`config.mk`:
```
export PLATFORM = sky130hd
export DESIGN_NAME = pixel_window_fetch
export DESIGN_NICKNAME = d
export VERILOG_FILES = /design/src/rtl/pixel_window_fetch.sv
export SDC_FILE = /design/constraint.sdc
export NUM_CORES = 1
export LEC_CHECK = 0
export BUFFER_PORTS_ARGS = -buffer_cell sky130_fd_sc_hd__buf_2
export CAP_MARGIN = 10
export CORE_ASPECT_RATIO = 0.6
export CORE_MARGIN = 3
export CORE_UTILIZATION = 60
export DETAILED_ROUTE_END_ITERATION = 10
export PLACE_DENSITY = 0.84
export SETUP_SLACK_MARGIN = 0.3
export SYNTH_ARGS = -nofsm -noshare
export SYNTH_HDL_FRONTEND = slang
export SYNTH_SLANG_ARGS = --single-unit
```
`constraint.sdc`:
```
create_clock -name clk -period 8.5 [get_ports clk]
set_input_delay 0.425 -clock clk [delete_from_list [all_inputs] [get_ports clk]]
set_output_delay 0.425 -clock clk [all_outputs]
set_load 0.02 [all_outputs]
```
`src/rtl/pixel_window_fetch.sv`:
```
// Cross-neighbourhood fetcher: reads C,N,S,W,E bytes of one pixel, one read at a time,
// and presents them as the 40-bit cuarenta word. Off-image taps reuse the centre byte.
module pixel_window_fetch #(
  parameter int IMG_W  = 8,
  parameter int IMG_H  = 8,
  parameter int ADDR_W = 32
) (
  input  logic              clk,
  input  logic              reset,
  input  logic              start,
  input  logic [ADDR_W-1:0] base_addr,
  input  logic [15:0]       fila,
  input  logic [15:0]       col,
  output logic              mem_rd,
  output logic [ADDR_W-1:0] mem_addr,
  input  logic [7:0]        mem_data,
  output logic              busy,
  output logic              done,
  output logic              err,
  output logic [39:0]       cuarenta
);

  // state | meaning
  // IDLE  | waiting for start
  // ISSUE | present read for tap k (strobe suppressed if tap is off-image)
  // CAPT  | capture tap k byte into shadow; last tap publishes cuarenta
  // DONE  | one-cycle done pulse, err valid
  typedef enum logic [1:0] {IDLE, ISSUE, CAPT, DONE} state_t;

  localparam logic [15:0] IMG_W16 = 16'(IMG_W);
  localparam logic [15:0] IMG_H16 = 16'(IMG_H);

  state_t            state, state_nxt;
  logic [2:0]        tap;
  logic [ADDR_W-1:0] base_q;
  logic [ADDR_W-1:0] addr_hold;
  logic [15:0]       row_q, col_q;
  logic              err_q;
  logic [7:0]        shadow [5];

  logic [15:0]       tap_row, tap_col;
  logic              tap_ok;
  logic [ADDR_W-1:0] tap_addr;
  logic [7:0]        cap_byte;
  logic              req_bad;

  assign req_bad = (fila >= IMG_H16) || (col >= IMG_W16);

  // Tap k = 0..4 selects C,N,S,W,E; tap_ok is low when that neighbour lies outside the image.
  always_comb begin
    tap_row = row_q;
    tap_col = col_q;
    tap_ok  = 1'b1;
    case (tap)
      3'd1: begin
        tap_row = row_q - 16'd1;
        tap_ok  = (row_q != 16'd0);
      end
      3'd2: begin
        tap_row = row_q + 16'd1;
        tap_ok  = (row_q != IMG_H16 - 16'd1);
      end
      3'd3: begin
        tap_col = col_q - 16'd1;
        tap_ok  = (col_q != 16'd0);
      end
      3'd4: begin
        tap_col = col_q + 16'd1;
        tap_ok  = (col_q != IMG_W16 - 16'd1);
      end
      default: ;
    endcase
  end

  assign tap_addr = base_q + ADDR_W'(tap_row) * ADDR_W'(IMG_W) + ADDR_W'(tap_col);
  assign cap_byte = tap_ok ? mem_data : shadow[0];

  always_ff @(posedge clk or posedge reset) begin
    if (reset) state <= IDLE;
    else       state <= state_nxt;
  end

  always_comb begin
    state_nxt = state;
    mem_rd    = 1'b0;
    busy      = (state != IDLE);
    done      = (state == DONE);
    case (state)
      IDLE:  if (start) state_nxt = req_bad ? DONE : ISSUE;
      ISSUE: begin
        mem_rd    = tap_ok;
        state_nxt = CAPT;
      end
      CAPT:  state_nxt = (tap == 3'd4) ? DONE : ISSUE;
      DONE:  state_nxt = IDLE;
      default: state_nxt = IDLE;
    endcase
  end

  assign mem_addr = mem_rd ? tap_addr : addr_hold;
  assign err      = done & err_q;

  always_ff @(posedge clk or posedge reset) begin
    if (reset) begin
      tap       <= 3'd0;
      base_q    <= '0;
      addr_hold <= '0;
      row_q     <= '0;
      col_q     <= '0;
      err_q     <= 1'b0;
      cuarenta  <= '0;
      for (int i = 0; i < 5; i++) shadow[i] <= '0;
    end else begin
      case (state)
        IDLE: if (start) begin
          base_q <= base_addr;
          row_q  <= fila;
          col_q  <= col;
          tap    <= 3'd0;
          err_q  <= req_bad;
          if (req_bad) cuarenta <= '0;
        end
        ISSUE: if (tap_ok) addr_hold <= tap_addr;
        CAPT: begin
          shadow[tap] <= cap_byte;
          // Publish only the complete word so downstream never sees a half-built window.
          if (tap == 3'd4) cuarenta <= {shadow[0], shadow[1], shadow[2], shadow[3], cap_byte};
          else             tap <= tap + 3'd1;
        end
        default: ;
      endcase
    end
  end

endmodule
```
==> flow_summary_export.csv, run 1 <==
group,metric,value,unit
global_route,grt_use_met2,39.6,%
final_layout,layout.area.seq,4350,µm²
placed_design,gp_congestion,0.928,
synth,syn_inst,971,
timing,skew,0.0146,ns
final_layout,fin_nets,1257,
timing,relSlewSlack,23.2,%
placed_design,port_buffers,150,
critical_path,slowest_stage,"inv_1",
synth,synth.distinct_cells,61,
critical_path,startpoint_type,"register",
clock_tree,cts.htree.levels,4,
clock_tree,cts_tree,"done",
final_layout,fillers,1177,
critical_path,worstSetupPathType,"register to output pin",
routing,wl,25200,µm
clock_tree,post_cts_buffers,0,
clock_tree,cts_inserted_buffers,17,
final_layout,syn_to_final_growth,15.1,%
critical_path,cpMostUsedCell,"o21ai_0",
critical_path,slowest_delay,0.57,ns
die,core_region_area,15700,µm²
global_route,track_usage,28.6,%
timing,maxSlewViolCount,0,
timing,rsz0062_at_grt,"false",
final_layout,multiInputGateArea,5110,µm²
global_route,grt_max_degree,106,
clock_tree,cts-root-buf,"clkbuf_16",
die,dieArea,18000,µm²
timing,final.period_utilization,87.5,%
routing,wl_per_cell,19.0,µm
critical_path,end_kind,"output pin",
clock_tree,clk_pin_slew,0.08,ns
die,fp-row-count,35,
routing,first_pass_iters,6,
timing,hold_violations,0,
clock_tree,cts_hold_buffers,0,
timing,max_freq,134,MHz
synth,synth_enable_flop_cells,0,
global_route,overflow,0,
placed_design,detailed_place_hpwl,18300,µm
timing,setup_viol,0,
clock_tree,clock_sinks,174,
global_route,use_met3,6.54,%
final_layout,drive_gt1_share,23.8,%
die,fp.dieH,105,µm
timing,tightest_slew,1.15,ns
die,start_util,62.7,%
clock_tree,clk_latency,0.44,ns
routing,vias,7993,
global_route,grt.busiest_layer,"met1",
critical_path,worstPathArrival,7.01,ns
critical_path,crit_fanout,21,
job,drv_cap,0,
die,ioPinCount,151,
final_layout,num_antenna_cells,0,
synth,synthesis.nets,1121,
run_status,status,"complete, no violations",
timing,finalCriticalPeriod,7.44,ns
synth,async_flop_share,100,%
synth,ys_ff_latch,174,
routing,via_per_inst,6.04,
synth,ys.flop_type,"dfrtp_1",
routing,antenna_left,0,
synth,yosysWarnings,0,
routing,drc,0,
global_route,antenna_found_initial,0,
min_path,hold_path.class,"input pin to async pin",
routing,drt_iter0_drc,794,
clock_tree,cts_buffer_depth,2,
timing,tns,0,ns
synth,synth_area_per_cell,10.1,µm²
synth,syn-cell-area,9840,µm²
die,die_w,171,µm
global_route,first_global_vias,7523,
critical_path,required,8.08,ns
clock_tree,cts_resized,0,
global_route,grt_pass1_wl,40200,µm
synth,ys_seq_area_share,44.3,%
global_route,use_met1,45.1,%
[cell usage in the layout (no fill, tap or decap), drive strengths merged, types with 7 or more instances in the layout]
cell type  Yosys  routed
dfrtp        174     174
nor2          53      53
a21o          11      11
nand2b        11      11
a21oi         61      61
nand4          9       9
clkbuf        31      18
mux2i         16      16
xnor2         25      25
mux2          63      63
o21ai        108     108
ha            59      59
buf            9     157
nand2        105     105
nor4          12      12
inv           56      64
fa            16      16
nand3          9       9
a22o          32      32
o21bai         7       7
nor3           9       9
xor2          28      28
[metrics by stage]
step / setup WS (ns) / util, % / hold WS (ns) / area (µm²) / std cells
4_1_cts: 1.08 / 72.2 / 0.199 / 11300 / 1323
5_1_grt: 0.493 / 72.2 / 0.209 / 11300 / 1323
3_5_place_dp: 1.60 / 68.5 / 0.472 / 10700 / 1291
6_report: 1.06 / 72.2 / 0.183 / 11300 / 1323
3_3_place_gp: 1.89 / 68.5 / 0.455 / 10700 / 1291
2_1_floorplan: 2.19 / - / 0.450 / 9840 / 971
[critical path, delay by kind of cell, from the launching register on]
family / cells / cell delay, ns
DFF: 1 / 0.42
xor gates and xnor gates: 2 / 0.31
adders and majority gates: 4 / 1.54
muxes: 1 / 0.10
buffers and inverters: 4 / 0.96
AOI/OAI and AO/OA: 10 / 2.24
and+or+nand+nor: 4 / 1.00
[cell type report]
type | count | area share [%]
Multi-Input combinational cell | 701 | 45.2
Timing Repair Buffer | 157 | 7.10
Tap cell | 203 | 2.24
Sequential cell | 174 | 38.5
Clock buffer | 18 | 3.88
Clock inverter | 14 | 1.23
Inverter | 56 | 1.90
[synthesized netlist by cell type (2+ instances only)]
cell type,count,share of area (%)
a21o_1,11,0.84
nor2_1,52,2.0
inv_1,56,2.1
mux2_4,8,1.2
a41oi_1,3,0.27
a211oi_1,6,0.46
o2111ai_1,2,0.18
dfrtp_1,174,44
or3_1,3,0.19
buf_4,5,0.38
nand4_1,9,0.57
nor3_1,8,0.41
or2_2,3,0.19
mux2_2,54,6.2
xor2_1,28,2.5
xnor2_1,25,2.2
a21oi_1,61,3.1
nand2b_1,11,0.70
mux2i_1,16,1.6
and3_1,3,0.19
o211ai_1,2,0.15
o21ai_0,108,5.5
ha_1,59,7.5
or4_1,3,0.23
and2_1,6,0.38
clkbuf_1,31,1.2
o21bai_1,7,0.53
o31ai_1,6,0.46
a22o_1,32,2.8
fa_1,16,3.3
a31oi_1,3,0.19
nand3_1,9,0.46
o21a_1,5,0.38
nor2b_1,2,0.13
nor3b_1,2,0.15
nor4_1,12,0.76
nand2_1,105,4.0
buf_6,2,0.23
[metal layers]
metal,up-vias,wire length (µm)
li1,3703,-
met1,3895,12000
met2,358,10600
met3,37,2260
met4,0,325
met5,-,0
[registers in the layout, summed over array words and instances (netlist names)]
name	flops
tap	3
state	2
addr_hold	32
base_q	32
cuarenta	40
err_q	1
col_q	16
shadow	32
row_q	16
[cells by family after synthesis]
kind of cell	synth area share, %
XOR/XNOR	4.72
AND/OR/NAND/NOR	11.1
multiplexers	9.15
flip-flops	44.3
buffers and inverters	4.02
AO/OA/AOI/OAI	16.0
adder cells (fa/ha/maj)	10.8
[path summary, 6_finish.rpt]
| path | from | end | slack (ns) | cells after the start |
|---|---|---|---|---|
| max in group asynchronous | reset | base_q[13] | 6.90 | 3 |
| setup / recovery | tap[0] | mem_addr[30] | 1.06 | 25 |
| min in group clk | base_addr[5] | base_q[5] | 0.21 | 3 |
| setup reg to reg | tap[0] | addr_hold[30] | 2.02 | 24 |
| hold reg to reg | shadow[20] | shadow[20] | 0.49 | 2 |
| hold / removal | reset | cuarenta[21] | 0.18 | 2 |
Power of run 1 is not shown: default switching activity piles up to over one toggle a cycle in this logic, so the estimate is an artifact.
==> run 2, diff against run 1 <==
--- a/config.mk
+++ b/config.mk
@@ -8,7 +8,7 @@
 export BUFFER_PORTS_ARGS = -buffer_cell sky130_fd_sc_hd__buf_2
 export CAP_MARGIN = 10
 export CORE_ASPECT_RATIO = 0.6
-export CORE_MARGIN = 3
+export CORE_MARGIN = 2
 export CORE_UTILIZATION = 60
 export DETAILED_ROUTE_END_ITERATION = 10
 export PLACE_DENSITY = 0.84
==> run 2 against run 1 <==
- hold slack improved by 0.0037 ns
- global-route usage is 0.74 points lower
- clock skew down 0.0025 ns
- wire length is 2.6% lower
- largest cell class unchanged
- final cell count increased by 0.60%
- critical path depth stayed put
- via count decreased by 2.6%
- core utilization down 2.0 points
- count of clock-buffer cells in the layout down 1
- register-to-register slack improved by 0.04 ns
==> flow_summary_export.csv, run 2 (same netlist as run 1, synthesis figures left out) <==
group,metric,value,unit
final_layout,largest_register_ffs,40,
die,core_region_area,16100,µm²
timing,setup_viol,0,
global_route,antenna_found_initial,1,
die,start_util,61.0,%
critical_path,required,8.08,ns
critical_path,regToRegEndpoint,"addr_hold[28]",
global_route,track_usage,27.8,%
critical_path,worstSetupPathType,"register to output pin",
routing,drc,0,
timing,relSlewSlack,23.7,%
global_route,grt_max_degree,102,
clock_tree,post_cts_buffers,0,
clock_tree,clk_latency,0.44,ns
clock_tree,clock_sinks,174,
final_layout,syn_to_final_growth,15.1,%
timing,hold_violations,0,
clock_tree,cts_buffer_depth,2,
critical_path,reg2reg_slack,2.06,ns
clock_tree,cts_inserted_buffers,17,
routing,drt_iter0_drc,727,
routing,antenna_left,0,
timing,tns,0,ns
run_status,status,"complete, no violations",
routing,first_pass_iters,5,
routing,vias,7786,
die,fp-row-count,36,
clock_tree,cts.htree.levels,4,
final_layout,drive_gt1_share,23.8,%
timing,final.period_utilization,87.1,%
final_layout,mostFrequentLayoutCells,"dfrtp_1 (174), buf_2 (150), o21ai_0 (107)",
critical_path,startpoint_type,"register",
timing,skew,0.0121,ns
critical_path,worstPathArrival,6.98,ns
placed_design,detailed_place_hpwl,17900,µm
final_layout,final_cells,1331,
final_layout,fin_nets,1257,
die,fp.dieH,103,µm
global_route,first_global_vias,7246,
die,die_w,169,µm
critical_path,end_kind,"output pin",
timing,finalCriticalPeriod,7.41,ns
clock_tree,cts_hold_buffers,0,
critical_path,cpMostUsedCell,"o21ai_0",
routing,via_per_inst,5.85,
timing,tightest_slew,1.14,ns
timing,rsz0062_at_grt,"false",
die,ioPinCount,151,
die,dieArea,17500,µm²
critical_path,r2r_start,"tap[0]",
placed_design,port_buffers,150,
final_layout,fillers,1234,
clock_tree,clk_pin_slew,0.08,ns
timing,max_freq,135,MHz
placed_design,place_inst,1297,
critical_path,slowest_delay,0.59,ns
clock_tree,cts-root-buf,"clkbuf_16",
global_route,grt_pass1_wl,37700,µm
min_path,hold_path.class,"input pin to async pin",
global_route,overflow,0,
timing,maxSlewViolCount,0,
critical_path,reg2reg_depth,24,
final_layout,layout_commonest_cell,"dfrtp_1",
routing,wl,24500,µm
final_layout,top_register,"cuarenta",
clock_tree,cts_tree,"done",
job,drv_cap,0,
routing,wl_per_cell,18.4,µm
critical_path,slowest_stage,"inv_1",
clock_tree,cts_resized,0,
placed_design,gp_congestion,0.909,
critical_path,crit_fanout,21,
-- run 2: cell types whose count changed in the layout (fill, tap and decap cells not counted) --
cell | before | now
clkinv_8 | 1 | 2
clkinv_4 | 4 | 2
clkinvlp_4 | 0 | 2
clkbuf_8 | 1 | 0
diode_2 | 0 | 2
inv_8 | 5 | 4
clkinv_2 | 1 | 2
-- run 2: routing by layer --
metal,global-route usage [%],vias to the layer above,routed length (µm)
met5,0,-,0
met4,7.82,0,361
met3,5.67,31,1710
met2,39.7,271,10400
met1,43.2,3783,12100
li1,-,3701,-
-- run 2: worst max path at each step --
stage,startpoint,to,depth (start not counted)
finish,tap[0],mem_addr[28],25
global route,tap[1],mem_addr[26],25
CTS,tap[0],mem_addr[28],25
detailed placement,tap[0],mem_addr[28],25
global placement,tap[1],mem_addr[28],25
floorplan,tap[0],mem_addr[28],26
-- run 2: through the flow --
stage	worst slack [ns]	hold WS (ns)	util, %	cell area, µm²
floorplan	2.19	0.450	-	9840
finish	1.09	0.187	70.2	11300
detailed placement	1.70	0.468	66.6	10700
global route	0.618	0.205	70.2	11300
CTS	1.23	0.198	70.2	11300
global placement	1.91	0.454	66.6	10700
-- run 2: worst max-delay path: cells and delay by family (launching register included) --
kind / cells / cell delay [ns]
compound gates: 10 / 2.15
fa+ha+maj: 4 / 1.55
simple gates: 4 / 1.01
buf+inv: 4 / 0.97
flops: 1 / 0.43
xor+xnor: 2 / 0.31
mux: 1 / 0.10
-- run 2: final cells by class --
cell class              instances  area, µm²  area share, %
multi-input cells             701       5110           45.1
flip-flops and latches        174       4350           38.5
repair buffers                157        803           7.09
clock buffers                  17        425           3.76
well taps                     209        262           2.31
inverters                      56        215           1.90
clock inverters                15        146           1.29
diodes                          2       5.00         0.0442
Power of run 2 is left out for the same reason.
==> run 3, diff against run 2 <==
--- a/config.mk
+++ b/config.mk
@@ -7,10 +7,11 @@
 export LEC_CHECK = 0
 export BUFFER_PORTS_ARGS = -buffer_cell sky130_fd_sc_hd__buf_2
 export CAP_MARGIN = 10
-export CORE_ASPECT_RATIO = 0.6
+export CORE_ASPECT_RATIO = 0.9
 export CORE_MARGIN = 2
 export CORE_UTILIZATION = 60
 export DETAILED_ROUTE_END_ITERATION = 10
+export GPL_ROUTABILITY_DRIVEN = 0
 export PLACE_DENSITY = 0.84
 export SETUP_SLACK_MARGIN = 0.3
 export SYNTH_ARGS = -nofsm -noshare
==> run 3 against run 2 <==
- non-clock buffer count stayed put
- register-to-register slack better by 0.07 ns
- worst setup slack better by 0.060 ns
- count of clock-buffer cells in the layout is 2 higher
- die area is 0.18% lower
- flip-flop and latch count stayed put
- clock skew hardly changed
- final cell count is 0.23% lower
- core utilization is 0.57 points higher
- critical path depth stayed put
==> flow_summary_export.csv, run 3 (same netlist as run 1, synthesis figures left out) <==
group,metric,value,unit
routing,wl_per_cell,17.9,µm
timing,maxSlewViolCount,0,
critical_path,reg2reg_slack,2.13,ns
clock_tree,clk_pin_slew,0.07,ns
clock_tree,cts.htree.levels,4,
clock_tree,cts-root-buf,"clkbuf_16",
clock_tree,cts_buffer_depth,2,
placed_design,place_inst,1295,
timing,tightest_slew,1.09,ns
die,dieArea,17400,µm²
global_route,grt_max_degree,96,
critical_path,reg2reg_depth,24,
critical_path,worstSetupPathType,"register to output pin",
run_status,status,"complete, no violations",
critical_path,startpoint_type,"register",
clock_tree,cts_hold_buffers,0,
final_layout,largest_register_ffs,40,
routing,antenna_left,0,
final_layout,mostFrequentLayoutCells,"dfrtp_1 (174), buf_2 (150), o21ai_0 (107)",
die,ioPinCount,151,
min_path,hold_path.class,"input pin to async pin",
die,start_util,61.2,%
routing,drc,0,
clock_tree,clk_latency,0.43,ns
routing,via_per_inst,5.86,
clock_tree,cts_tree,"done",
placed_design,detailed_place_hpwl,17100,µm
die,die_w,139,µm
final_layout,top_register,"cuarenta",
final_layout,fillers,1205,
timing,max_freq,136,MHz
global_route,grt_pass1_wl,39000,µm
placed_design,dp_worst_setup_slack,1.72,ns
critical_path,crit_fanout,21,
die,core_region_area,16100,µm²
timing,finalCriticalPeriod,7.35,ns
final_layout,fin_nets,1257,
clock_tree,post_cts_buffers,0,
timing,setup_viol,0,
timing,final.period_utilization,86.4,%
global_route,first_global_vias,7608,
critical_path,worstPathArrival,6.92,ns
global_route,overflow,0,
timing,hold_violations,0,
global_route,track_usage,28.1,%
die,fp-row-count,44,
routing,wl,23700,µm
final_layout,syn_to_final_growth,15.7,%
clock_tree,clock_sinks,174,
critical_path,end_kind,"output pin",
job,drv_cap,0,
critical_path,regToRegEndpoint,"addr_hold[28]",
critical_path,r2r_start,"tap[1]",
placed_design,port_buffers,150,
timing,rsz0062_at_grt,"false",
clock_tree,cts_resized,0,
global_route,antenna_found_initial,1,
timing,relSlewSlack,26.9,%
critical_path,required,8.08,ns
die,fp.dieH,125,µm
routing,drt_iter0_drc,740,
final_layout,layout_commonest_cell,"dfrtp_1",
clock_tree,cts_inserted_buffers,17,
routing,first_pass_iters,5,
timing,fin_ws,1.15,ns
timing,tns,0,ns
final_layout,drive_gt1_share,23.8,%
timing,skew,0.0121,ns
final_layout,final_cells,1328,
routing,vias,7787,
-- run 3: cell count changes in the layout (fill, tap and decap cells not counted) --
cell / delta
clkinvlp_4: -2
bufinv_16: +3
clkinv_8: -1
diode_2: -1
clkinv_4: +1
inv_8: -3
clkbuf_8: +2
-- run 3: area by class of cell --
class	count	area, µm²	share of cell area, %
repair buffers	157	803	7.06
diodes	1	2.50	0.0220
flip-flops and latches	174	4350	38.3
clock buffers	19	453	3.98
well taps	207	259	2.28
inverters	56	215	1.89
multi-input cells	701	5110	44.9
clock inverters	13	180	1.58
-- run 3: worst max-delay path by stage --
stage                      start            to  slack, ns  cells after the start
after floorplan           tap[0]  mem_addr[28]       2.19                     26
final                     tap[1]  mem_addr[28]       1.15                     25
after global placement    tap[1]  mem_addr[30]       1.95                     25
after CTS                 tap[1]  mem_addr[28]       1.22                     25
after global routing      tap[1]  mem_addr[28]       0.70                     25
after detailed placement  tap[1]  mem_addr[28]       1.72                     25
-- run 3: through the flow --
stage	hold slack (ns)	util, %	cell area [µm²]
after global routing	0.204	70.8	11400
final	0.156	70.8	11400
after CTS	0.180	70.8	11400
after global placement	0.453	66.8	10700
after detailed placement	0.458	66.8	10700
after floorplan	0.450	-	9840
-- run 3: layer usage --
layer | wire length (µm) | share of wire, % | vias to the layer above | track usage, %
li1 | - | - | 3697 | -
met1 | 11100 | 47 | 3749 | 41.4
met2 | 10600 | 45 | 306 | 42.9
met3 | 1570 | 6.6 | 35 | 5.25
met4 | 430 | 1.8 | 0 | 8.26
met5 | 0 | 0 | - | 0
-- run 3: worst max-delay path: stages, from the launching register on --
cell and delay [ns]:
dfrtp_1 0.42, inv_1 0.13, ha_1 0.19, and2_1 0.22, inv_1 0.55, ha_1 0.41
a21o_1 0.20, a21oi_1 0.21, o21ai_0 0.11, a21oi_1 0.26, o21ai_0 0.17, o41ai_1 0.34
xnor2_1 0.16, mux2i_1 0.10, fa_1 0.53, inv_1 0.04, ha_1 0.44, nand2_1 0.10
o21ai_0 0.26, a41oi_1 0.11, or3b_2 0.50, o21a_1 0.25, nand2b_1 0.18, xor2_1 0.14
o21ai_0 0.23, buf_2 0.22
Power of run 3 is left out for the same reason.
